--- src/rtl/uart_pkg.sv ---
// uart_pkg: tx state encoding, parity mode constants and parity helper
package uart_pkg;
    typedef enum logic [2:0] {IDLE, START, DATA, PAR, STOP} tx_state_t;
    localparam int PAR_NONE = 0;
    localparam int PAR_ODD  = 1;
    localparam int PAR_EVEN = 2;
    function automatic logic parity_bit(input logic [8:0] d, input int mode);
        return (mode == PAR_ODD) ? ~^d : ^d;
    endfunction
endpackage

--- src/rtl/uart_tx_fifo.sv ---
// uart_tx_fifo: synchronous FIFO, no bypass; push ignored when full, pop ignored when empty
module uart_tx_fifo #(
    parameter int WIDTH = 8,
    parameter int DEPTH = 4
) (
    input  logic                     clk,
    input  logic                     rst,
    input  logic                     push,
    input  logic                     pop,
    input  logic [WIDTH-1:0]         wdata,
    output logic [WIDTH-1:0]         rdata,
    output logic                     full,
    output logic                     empty,
    output logic [$clog2(DEPTH):0]   count
);
    localparam int AW = $clog2(DEPTH);
    localparam int CW = AW + 1;
    logic [WIDTH-1:0] mem [DEPTH];
    logic [AW-1:0] wr_ptr, rd_ptr;
    logic do_push, do_pop;
    always_comb begin
        do_push = push && !full;
        do_pop = pop && !empty;
        full = count == CW'(DEPTH);
        empty = count == '0;
        rdata = mem[rd_ptr];
    end
    always_ff @(posedge clk) if (do_push) mem[wr_ptr] <= wdata;
    always_ff @(posedge clk) begin
        if (rst) begin
            wr_ptr <= '0;
            rd_ptr <= '0;
            count <= '0;
        end else begin
            wr_ptr <= wr_ptr + AW'(do_push);
            rd_ptr <= rd_ptr + AW'(do_pop);
            count <= count + CW'(do_push) - CW'(do_pop);
        end
    end
endmodule

--- src/rtl/uart_tx_param.sv ---
// uart_tx_param: buffered UART transmitter; the parity bit exists only when UART_TX_PARITY_EN is defined
module uart_tx_param
    import uart_pkg::*;
#(
    parameter int DATA_W     = 8,
    parameter int STOP_BITS  = 1,
    parameter int FIFO_DEPTH = 4,
    parameter int PARITY     = 0
) (
    input  logic              clk,
    input  logic              rst,
    input  logic              baud_tick,
    input  logic [DATA_W-1:0] data,
    input  logic              valid,
    output logic              ready,
    output logic              tx,
    output logic              busy
);
    localparam int CW = $clog2(FIFO_DEPTH) + 1;
    localparam int BW = $clog2(DATA_W + 1);
    if (DATA_W < 5 || DATA_W > 9 || (STOP_BITS != 1 && STOP_BITS != 2) || FIFO_DEPTH < 2 ||
        (FIFO_DEPTH & (FIFO_DEPTH - 1)) != 0 || PARITY < 0 || PARITY > 2) begin : g_bad_params
        $error("uart_tx_param: illegal parameter value");
    end
    tx_state_t state;
    logic [DATA_W-1:0] shreg, head;
    logic [BW-1:0] bit_cnt;
    logic [CW-1:0] count;
    logic stop_cnt, full, empty, pop, last_stop;
`ifdef UART_TX_PARITY_EN
    logic par_bit;
`endif
    uart_tx_fifo #(.WIDTH(DATA_W), .DEPTH(FIFO_DEPTH)) fifo (
        .clk(clk), .rst(rst), .push(valid), .pop(pop), .wdata(data),
        .rdata(head), .full(full), .empty(empty), .count(count)
    );
    always_comb begin
        ready = !full;
        busy = state != IDLE || count != '0;
        last_stop = state == STOP && stop_cnt == 1'(STOP_BITS - 1);
        pop = baud_tick && !empty && (state == IDLE || last_stop);
    end
    // every transition, including back-to-back frame chaining, happens on a tick
    always_ff @(posedge clk) begin
        if (rst) begin
            state <= IDLE;
            tx <= 1'b1;
            shreg <= '0;
            bit_cnt <= '0;
            stop_cnt <= 1'b0;
`ifdef UART_TX_PARITY_EN
            par_bit <= 1'b0;
`endif
        end else if (baud_tick) begin
            case (state)
                IDLE, STOP: begin
                    if (pop) begin
                        state <= START;
                        tx <= 1'b0;
                        shreg <= head;
`ifdef UART_TX_PARITY_EN
                        par_bit <= parity_bit(9'(head), PARITY);
`endif
                    end else if (state == STOP && !last_stop) begin
                        stop_cnt <= 1'b1;
                    end else begin
                        state <= IDLE;
                        tx <= 1'b1;
                    end
                end
                START: begin
                    state <= DATA;
                    tx <= shreg[0];
                    shreg <= shreg >> 1;
                    bit_cnt <= BW'(1);
                end
                DATA: begin
                    if (bit_cnt == BW'(DATA_W)) begin
`ifdef UART_TX_PARITY_EN
                        if (PARITY != PAR_NONE) begin
                            state <= PAR;
                            tx <= par_bit;
                        end else
`endif
                        begin
                            state <= STOP;
                            tx <= 1'b1;
                            stop_cnt <= 1'b0;
                        end
                    end else begin
                        tx <= shreg[0];
                        shreg <= shreg >> 1;
                        bit_cnt <= bit_cnt + 1'b1;
                    end
                end
`ifdef UART_TX_PARITY_EN
                PAR: begin
                    state <= STOP;
                    tx <= 1'b1;
                    stop_cnt <= 1'b0;
                end
`endif
                default: begin
                    state <= IDLE;
                    tx <= 1'b1;
                end
            endcase
        end
    end
endmodule

--- config.mk ---
export PLATFORM = sky130hd
export DESIGN_NAME = uart_tx_param
export DESIGN_NICKNAME = d
export VERILOG_FILES = /design/src/rtl/uart_pkg.sv /design/src/rtl/uart_tx_fifo.sv /design/src/rtl/uart_tx_param.sv
export SDC_FILE = /design/constraint.sdc
export NUM_CORES = 1
export LEC_CHECK = 0
export BUFFER_PORTS_ARGS = -buffer_cell sky130_fd_sc_hd__buf_2
export CORE_ASPECT_RATIO = 0.8
export CORE_MARGIN = 2
export CORE_UTILIZATION = 45
export DETAILED_ROUTE_END_ITERATION = 6
export PLACE_DENSITY = 0.74
export RECOVER_POWER = 50
export SLEW_MARGIN = 40
export SYNTH_ARGS = -nofsm -noshare
export SYNTH_HDL_FRONTEND = slang
export SYNTH_SLANG_ARGS = --single-unit
export TNS_END_PERCENT = 1
--- constraint.sdc ---
create_clock -name clk -period 2.7 [get_ports clk]
set_input_delay 0.54 -clock clk [delete_from_list [all_inputs] [get_ports clk]]
set_output_delay 0.54 -clock clk [all_outputs]
set_load 0.1 [all_outputs]
[Yosys cells after proc, flatten, opt, wreduce, memory -nomap -nowiden]
Memory sizes are Yosys's and may differ from the RTL's. A register that Yosys moved wholly into a read port is not among the register bits.
Index checks and enable logic that the tools add are counted.
Word-level totals
  bits in registers: 24
  output and inout bits: 3
  memories: 1
  bits in writable memories: 32
  logic and storage cells: 70
Memories
  fifo.mem: words 4, width 8, rd ports 1, clocked after Yosys merged registers in 1, write ports 1, line uart_tx_fifo.sv:18  | logic [WIDTH-1:0] mem [DEPTH];
Cells by class
  bitwise operators: 1
  reductions and logical operators: 24
  equality and inequality tests: 11
  mux-type cells: 20
  $add $sub $neg: 5
Operators by type and width (count)
  $pmux 8 s3: 1
  $mux 8: 2
  $mux 3: 3
  $pmux 3 s3: 1
  $reduce_bool 3->1: 3
  $mux 1: 8
  $ne 2x2->1 const B: 4
  $pmux 4 s2: 1
  $eq 3x3->1 const B: 2
  $logic_and 1x1->1: 6
  $logic_not 3->1: 2
  $reduce_and 3->1: 2
  $reduce_and 5->1: 1
  $add 2x1->2: 2
  $add 4x1->4 const B: 1
  $eq 4x4->1 const B: 1
  $mux 4: 1
  $reduce_and 4->1: 1
  $reduce_bool 2->1: 2
  $add 3x1->3: 1
  $eq 3x1->1 const B: 1
  $eq 3x2->1 const B: 1
  $logic_not 1->1: 3
  $ne 3x2->1 const B: 1
  9 further kinds: 10

[Logic depth before layout (Yosys ltp)]
Gate-level depths: netlist of run 1.
  word-level depth: 7
  depth in mapped cells: 11
  depth with buffers taken out: 10

[Modules after synthesis]
From an unflattened synthesis of run 1, not the netlist that was laid out.
Unflattened totals
  cell total of the unflattened synthesis: 198
  area, all modules: 2591.2 um^2
By module, submodules not included
  uart_tx_fifo: instances 1, cells each 77, area each 1516.5 um^2, seq. area each 1101.1 um^2
  uart_tx_param: instances 1, cells each 121, area each 1074.8 um^2, seq. area each 340.3 um^2

[Least setup slack after synthesis of run 1]
No wires, ideal clock.
  kind: reg-to-reg
  start: register fifo.count[1]
  end: register fifo.count[2]
  setup slack: 0.285 ns
  clock period less this slack: 2.415 ns
  data required time: 2.572 ns
  arrival: 2.287 ns
  stages on the path, launching flop included: 10
  path buffers: 0
  cells stage by stage: dfxtp_1 nor2_1 nand2_1 nand2_1 inv_1 ha_1 fa_1 xnor2_1 xnor2_1 nor2_1
On the way
  elaborated cells between the ends (all ways): 10
RTL lines
  start, declared: line uart_tx_fifo.sv:14  | output logic [$clog2(DEPTH):0] count
  start signal, assigned: line uart_tx_fifo.sv:37  | count <= count + CW'(do_push) - CW'(do_pop);
  $eq 3x3->1: line uart_tx_fifo.sv:24  | full = count == CW'(DEPTH);
  $logic_not 1->1
  named net ready: line uart_tx_param.sv:15  | output logic ready,
  $logic_and 1x1->1: line uart_tx_fifo.sv:22  | do_push = push && !full;
  $add 3x1->3: line uart_tx_fifo.sv:37
  $sub 3x1->3: line uart_tx_fifo.sv:37
The timed path passes the listed nets, and every way through them passes these cells.
A chain may end at the register's enable or synchronous reset.

[Worst setup path after layout of run 1]
  start: register fifo.count[1]
  end: output busy
On the way
  longest elaborated chain between the ends: 2
RTL lines
  $reduce_bool 3->1: line uart_tx_param.sv:39  | busy = state != IDLE || count != '0;
  $logic_or 1x1->1: line uart_tx_param.sv:39
  end, declared: line uart_tx_param.sv:17  | output logic busy
Every way passes these cells.

==> results.ini, run 1 <==
[hold_path]
hp-start=data[0]
holdPathStages=1
whs_endpoint=fifo.mem[2][0]
hp-class=input pin to register

[sta]
final-hold-violation-count=0
slew_viol_final=0
worst_pin_slew_ns=0.674
rsz0062_at_grt=no
fin_setup_tns_ns=0
setup_viol=0
final.setup_skew_ns=0.00475
fin_crit_ns=2.47
timing.slew.headroom_pct=54.9
post-route-period-util_pct=91.3
max_freq_ghz=0.406
whs_ns=0.479

[setup_path]
crit_arrival_ns=1.93
reg2reg_to=fifo.count[2]
cp_max_fo=4
worstPathCellList=or3_4 > or4_2 > buf_2
required_ns=2.16
startpoint_type=register
critPathSlowestCell=or4_2
endpoint_kind=output pin
path_delay_family=simple AND/OR/NAND/NOR gates
reg2regPathDepth=10
max_stage_delay_ns=0.54
criticalPathCategory=register to output pin
ff2ff_setup_slack_ns=0.30
rr_startpoint=fifo.count[1]
critPathBufInv=1

[power]
p_leak_nw=0.899
finalPower_mw=2.42
peakVddDrop_v=0.000446
p_per_area_nw_per_um2=927

[job]
cap_viol_max_count=0

[yosys]
synth_top_cell_area_share_pct=39.5
syn_area_um2=2430
ys_seq_elements=56
synthMuxAreaShare_pct=7.81
syn_inst=193
ys_types=43
yosys.area.top_type=edfxtp_1
synth_top_family_by_area=simple AND/OR/NAND/NOR gates
synth_area_leaders=edfxtp_1 39%, dfxtp_1 20%, mux4_2 7.4%
synth_compound_gate_area_share_pct=10.8
synthAdderAreaFrac_pct=3.91
synth_xor_area_share_pct=2.16
yosys_most_used_dff=edfxtp_1
synth_warnings=0
async_flop_share_pct=0
ys_seq_area_share_pct=59.2
synth_edf_count=32
synthSimpleGateAreaFrac_pct=11.6
avgSynthCellArea_um2=12.6
synth_fp_nets=212

[global_route]
first_global_vias=1439
grt_pass1_wl_um=7150
grt_usage_pct=15.6
gr-total-overflow=0
grt_max_degree=24
antenna_found_initial=0

[clock_tree]
post_cts_resized=0
clk_pin_slew_worst_paths_ns=0.10
cts_tree=built
cts_sinks=56
ctsLongestPathBuffers=2
insertion_delay_ns=0.31
htreeDepth=2
cts-buffers-inserted=5
hold_buffers=0
cts_setup_buffers=0
cts-root-buf=clkbuf_8

[floorplan]
die_y_um=69.8
start_util_pct=47.5
boundaryPins=15
row_count=23
die_w_um=86.2
core-area_um2=5120
die_area_um2=6020

[routing]
post_drt_wl_per_cell_um=15.4
drt_iter0_drc=110
routed_wl_um=4140
drt-vias-per-instance=5.46
via_count=1468
drtAntennaViolNets=0
dr.pass1.iters=4
drc=0

[place]
gp_congestion=0.743
portBuffers=14
hpwlAfterDp_um=2700

[cells_and_area]
n_fill_cell=450
final_cell_mix=32 x edfxtp_1, 24 x dfxtp_1, 21 x nand2_1, 13 x a21oi_1, 12 x nor2_1
diodes=0
final_common_cell=edfxtp_1
drive_gt1_share_pct=14.5
area_delta_synth_final_pct=7.25
layout.nets=225

[outcome]
status=finished, final reports clean

## per-layer routing
layer / routed length, µm / GRT usage, % / part of all wire [%] / vias to the layer above
li1: - / - / - / 736
met1: 2070 / 22.8 / 50 / 702
met2: 1840 / 21.9 / 45 / 24
met3: 168 / 4.88 / 4.1 / 6
met4: 55 / 5.21 / 1.3 / 0
met5: 0 / 0 / 0 / -
## where the power goes
group          switching, mW  internal [mW]  total, mW
Combinational          0.470          0.323      0.793
Clock                  0.283          0.187      0.469
Sequential             0.113           1.05       1.16
## how the worst max path moves through the flow
stage	slack, ns	end	start	cells after the start
finish	0.23	busy	fifo.count[1]	3
global route	0.16	busy	fifo.count[1]	3
CTS	0.22	busy	fifo.count[1]	3
detailed placement	0.34	fifo.count[2]	fifo.count[1]	10
global placement	0.43	fifo.count[2]	fifo.count[1]	10
floorplan	0.29	fifo.count[2]	fifo.count[1]	9
## final cells by class
class,instances,area [µm²],area share (%)
Sequential cell,56,1440,55.2
Multi-Input combinational cell,115,883,33.8
Tap cell,62,77.6,2.97
Timing Repair Buffer,17,75.1,2.88
Clock buffer,5,68.8,2.64
Inverter,11,41.3,1.58
Clock inverter,3,22.5,0.863
## cells in the mapped netlist, types with 4 or more instances
library cell,count
dfxtp_1,24
a21oi_1,13
mux4_2,8
inv_1,11
clkbuf_1,4
a311oi_1,5
nor2b_1,4
xnor2_1,5
nand2_1,21
nor2_1,12
o21ai_0,4
edfxtp_1,32
ha_1,6
## state kept, by name (all words and copies together), names as in the netlist
| register | flops |
|---|---|
| fifo.wr_ptr | 2 |
| bit_cnt | 4 |
| tx | 1 |
| fifo.rd_ptr | 2 |
| stop_cnt | 1 |
| state | 3 |
| shreg | 8 |
| fifo.count | 3 |
| fifo.mem | 32 |
## metrics by stage
step / worst slack, ns / instances / area [µm²] / utilization [%]
after floorplan: 0.285 / 193 / 2430 / -
after global placement: 0.428 / 261 / 2540 / 49.5
after detailed placement: 0.337 / 261 / 2540 / 49.5
after CTS: 0.224 / 269 / 2630 / 51.3
after global routing: 0.158 / 269 / 2610 / 51.0
final: 0.235 / 269 / 2610 / 51.0
## cells by family after synthesis
logic type	Yosys count
flops	56
buf+inv	22
xor+xnor	6
fa+ha+maj	7
mux	9
simple gates	56
compound gates	37
Note: power is estimated with default switching activity, not from simulation.
==> run 2, diff against run 1 <==
- PLACE_DENSITY: 0.74 -> unset
==> results.ini, run 2 (same netlist as run 1, synthesis figures left out) <==
[outcome]
status=finished, final reports clean  ; unchanged

[sta]
fin_setup_tns_ns=0  ; unchanged
final-hold-violation-count=0  ; unchanged
final.setup_skew_ns=0.00883  ; was 0.00475 ns
fin_crit_ns=2.45  ; was 2.47 ns
timing.slew.headroom_pct=60.6  ; was 54.9%
post-route-period-util_pct=90.7  ; was 91.3%
max_freq_ghz=0.408  ; was 0.406 GHz
setup_viol=0  ; unchanged
slew_viol_final=0  ; unchanged
whs_ns=0.485  ; was 0.479 ns
rsz0062_at_grt=no  ; unchanged
worst_pin_slew_ns=0.588  ; was 0.674 ns

[cells_and_area]
largest_register_ffs=32  ; unchanged
seqCellArea_um2=1440  ; unchanged
final_cell_mix=32 x edfxtp_1, 24 x dfxtp_1, 21 x nand2_1, 13 x a21oi_1, 12 x nor2_1  ; unchanged
diodes=0  ; unchanged
top_regs=fifo.mem (32), shreg (8), bit_cnt (4)  ; unchanged
area_delta_synth_final_pct=7.25  ; unchanged
layout.nets=225  ; unchanged
top_register=fifo.mem  ; unchanged
drive_gt1_share_pct=14.5  ; unchanged
final_common_cell=edfxtp_1  ; unchanged
multi_input_area_um2=883  ; unchanged
n_fill_cell=433  ; was 450

[clock_tree]
hold_buffers=0  ; unchanged
htreeDepth=2  ; unchanged
post_cts_resized=0  ; unchanged
insertion_delay_ns=0.31  ; about the same
clk_pin_slew_worst_paths_ns=0.10  ; about the same
cts-root-buf=clkbuf_8  ; unchanged
cts_sinks=56  ; unchanged
cts-buffers-inserted=5  ; unchanged
cts_setup_buffers=0  ; unchanged
cts_tree=built  ; unchanged
ctsLongestPathBuffers=2  ; unchanged

[hold_path]
holdPathStages=1  ; unchanged
whs_endpoint=stop_cnt  ; was fifo.mem[2][0]
hp-class=register to register  ; was input pin to register
hp-start=stop_cnt  ; was data[0]

[setup_path]
crit_arrival_ns=1.91  ; was 1.93 ns
ff2ff_setup_slack_ns=0.34  ; was 0.30 ns
reg2reg_to=fifo.count[2]  ; unchanged
startpoint=fifo.count[1]  ; unchanged
worstPathCellList=or3_4 > or4_2 > buf_2  ; unchanged
required_ns=2.16  ; about the same
reg2regPathDepth=10  ; unchanged
startpoint_type=register  ; unchanged
cp_max_fo=4  ; unchanged
critPathSlowestCell=or4_2  ; unchanged
endpoint_kind=output pin  ; unchanged
rr_startpoint=fifo.count[1]  ; unchanged
max_stage_delay_ns=0.53  ; was 0.54 ns
criticalPathCategory=register to output pin  ; unchanged

[global_route]
gr-total-overflow=0  ; unchanged
first_global_vias=1582  ; was 1439
grt_pass1_wl_um=7350  ; was 7150 µm
grt_max_degree=24  ; unchanged
antenna_found_initial=0  ; unchanged
grt_usage_pct=15.8  ; was 15.6%

[floorplan]
die_y_um=69.8  ; unchanged
core-area_um2=5120  ; unchanged
die_area_um2=6020  ; unchanged
start_util_pct=47.5  ; unchanged
row_count=23  ; unchanged
boundaryPins=15  ; unchanged
die_w_um=86.2  ; unchanged

[routing]
drt-vias-per-instance=5.61  ; was 5.46
post_drt_wl_per_cell_um=15.9  ; was 15.4 µm
drt_iter0_drc=156  ; was 110
drtAntennaViolNets=0  ; unchanged
via_count=1509  ; was 1468
dr.pass1.iters=4  ; unchanged
drc=0  ; unchanged
routed_wl_um=4280  ; was 4140 µm

[place]
hpwlAfterDp_um=2970  ; was 2700 µm
portBuffers=14  ; unchanged
gp_congestion=0.753  ; was 0.743

[power]
p_per_area_nw_per_um2=924  ; was 927 nW/µm²
p_leak_nw=0.899  ; unchanged
peakVddDrop_v=0.000418  ; was 0.000446 V

[job]
cap_viol_max_count=0  ; unchanged

run 2: cell counts in the layout (fill, tap and decap cells not counted):
No cell type changed its count.
run 2: layout make-up:
cell class	instances	share of cell area, %
sequential	56	55.2
clock inverter	3	0.863
inverter	11	1.58
tap	62	2.97
timing repair buffer	17	2.88
clock buffer	5	2.64
multi-input combinational	115	33.8
run 2: worst max-delay path by stage:
stage                     to  slack, ns  cells past startpoint
6_report                busy       0.25                      3
4_1_cts                 busy       0.23                      3
2_1_floorplan  fifo.count[2]       0.29                      9
5_1_grt        fifo.count[2]       0.17                     10
3_3_place_gp   fifo.count[2]       0.43                     10
3_5_place_dp   fifo.count[2]       0.32                     10
run 2: report_power, final:
group	internal [mW]	switching, mW
clock network	0.187	0.276
logic	0.323	0.467
registers	1.05	0.115
run 2: critical path, delay by kind of cell, from the launching register on:
kind	cells	cell delay, ns
buffers and inverters	1	0.31
flip-flops	1	0.35
AND/OR/NAND/NOR	2	0.94
run 2: per-layer routing:
layer / wire (µm) / vias to the layer above / GRT usage [%]
met2: 2090 / 42 / 26.1
li1: - / 733 / -
met1: 1960 / 725 / 20.8
met3: 170 / 9 / 3.57
met5: 0 / - / 0
met4: 53 / 0 / 4.86
run 2: stage by stage:
stage / cell area (µm²) / util [%] / setup slack [ns] / total power [mW] / instances
after detailed placement: 2540 / 49.5 / 0.316 / 1.99 / 261
after global placement: 2540 / 49.5 / 0.429 / 1.95 / 261
after CTS: 2630 / 51.3 / 0.228 / 2.45 / 269
after global routing: 2610 / 51.0 / 0.169 / 2.59 / 269
final: 2610 / 51.0 / 0.250 / 2.41 / 269
after floorplan: 2430 / - / 0.285 / 1.85 / 193
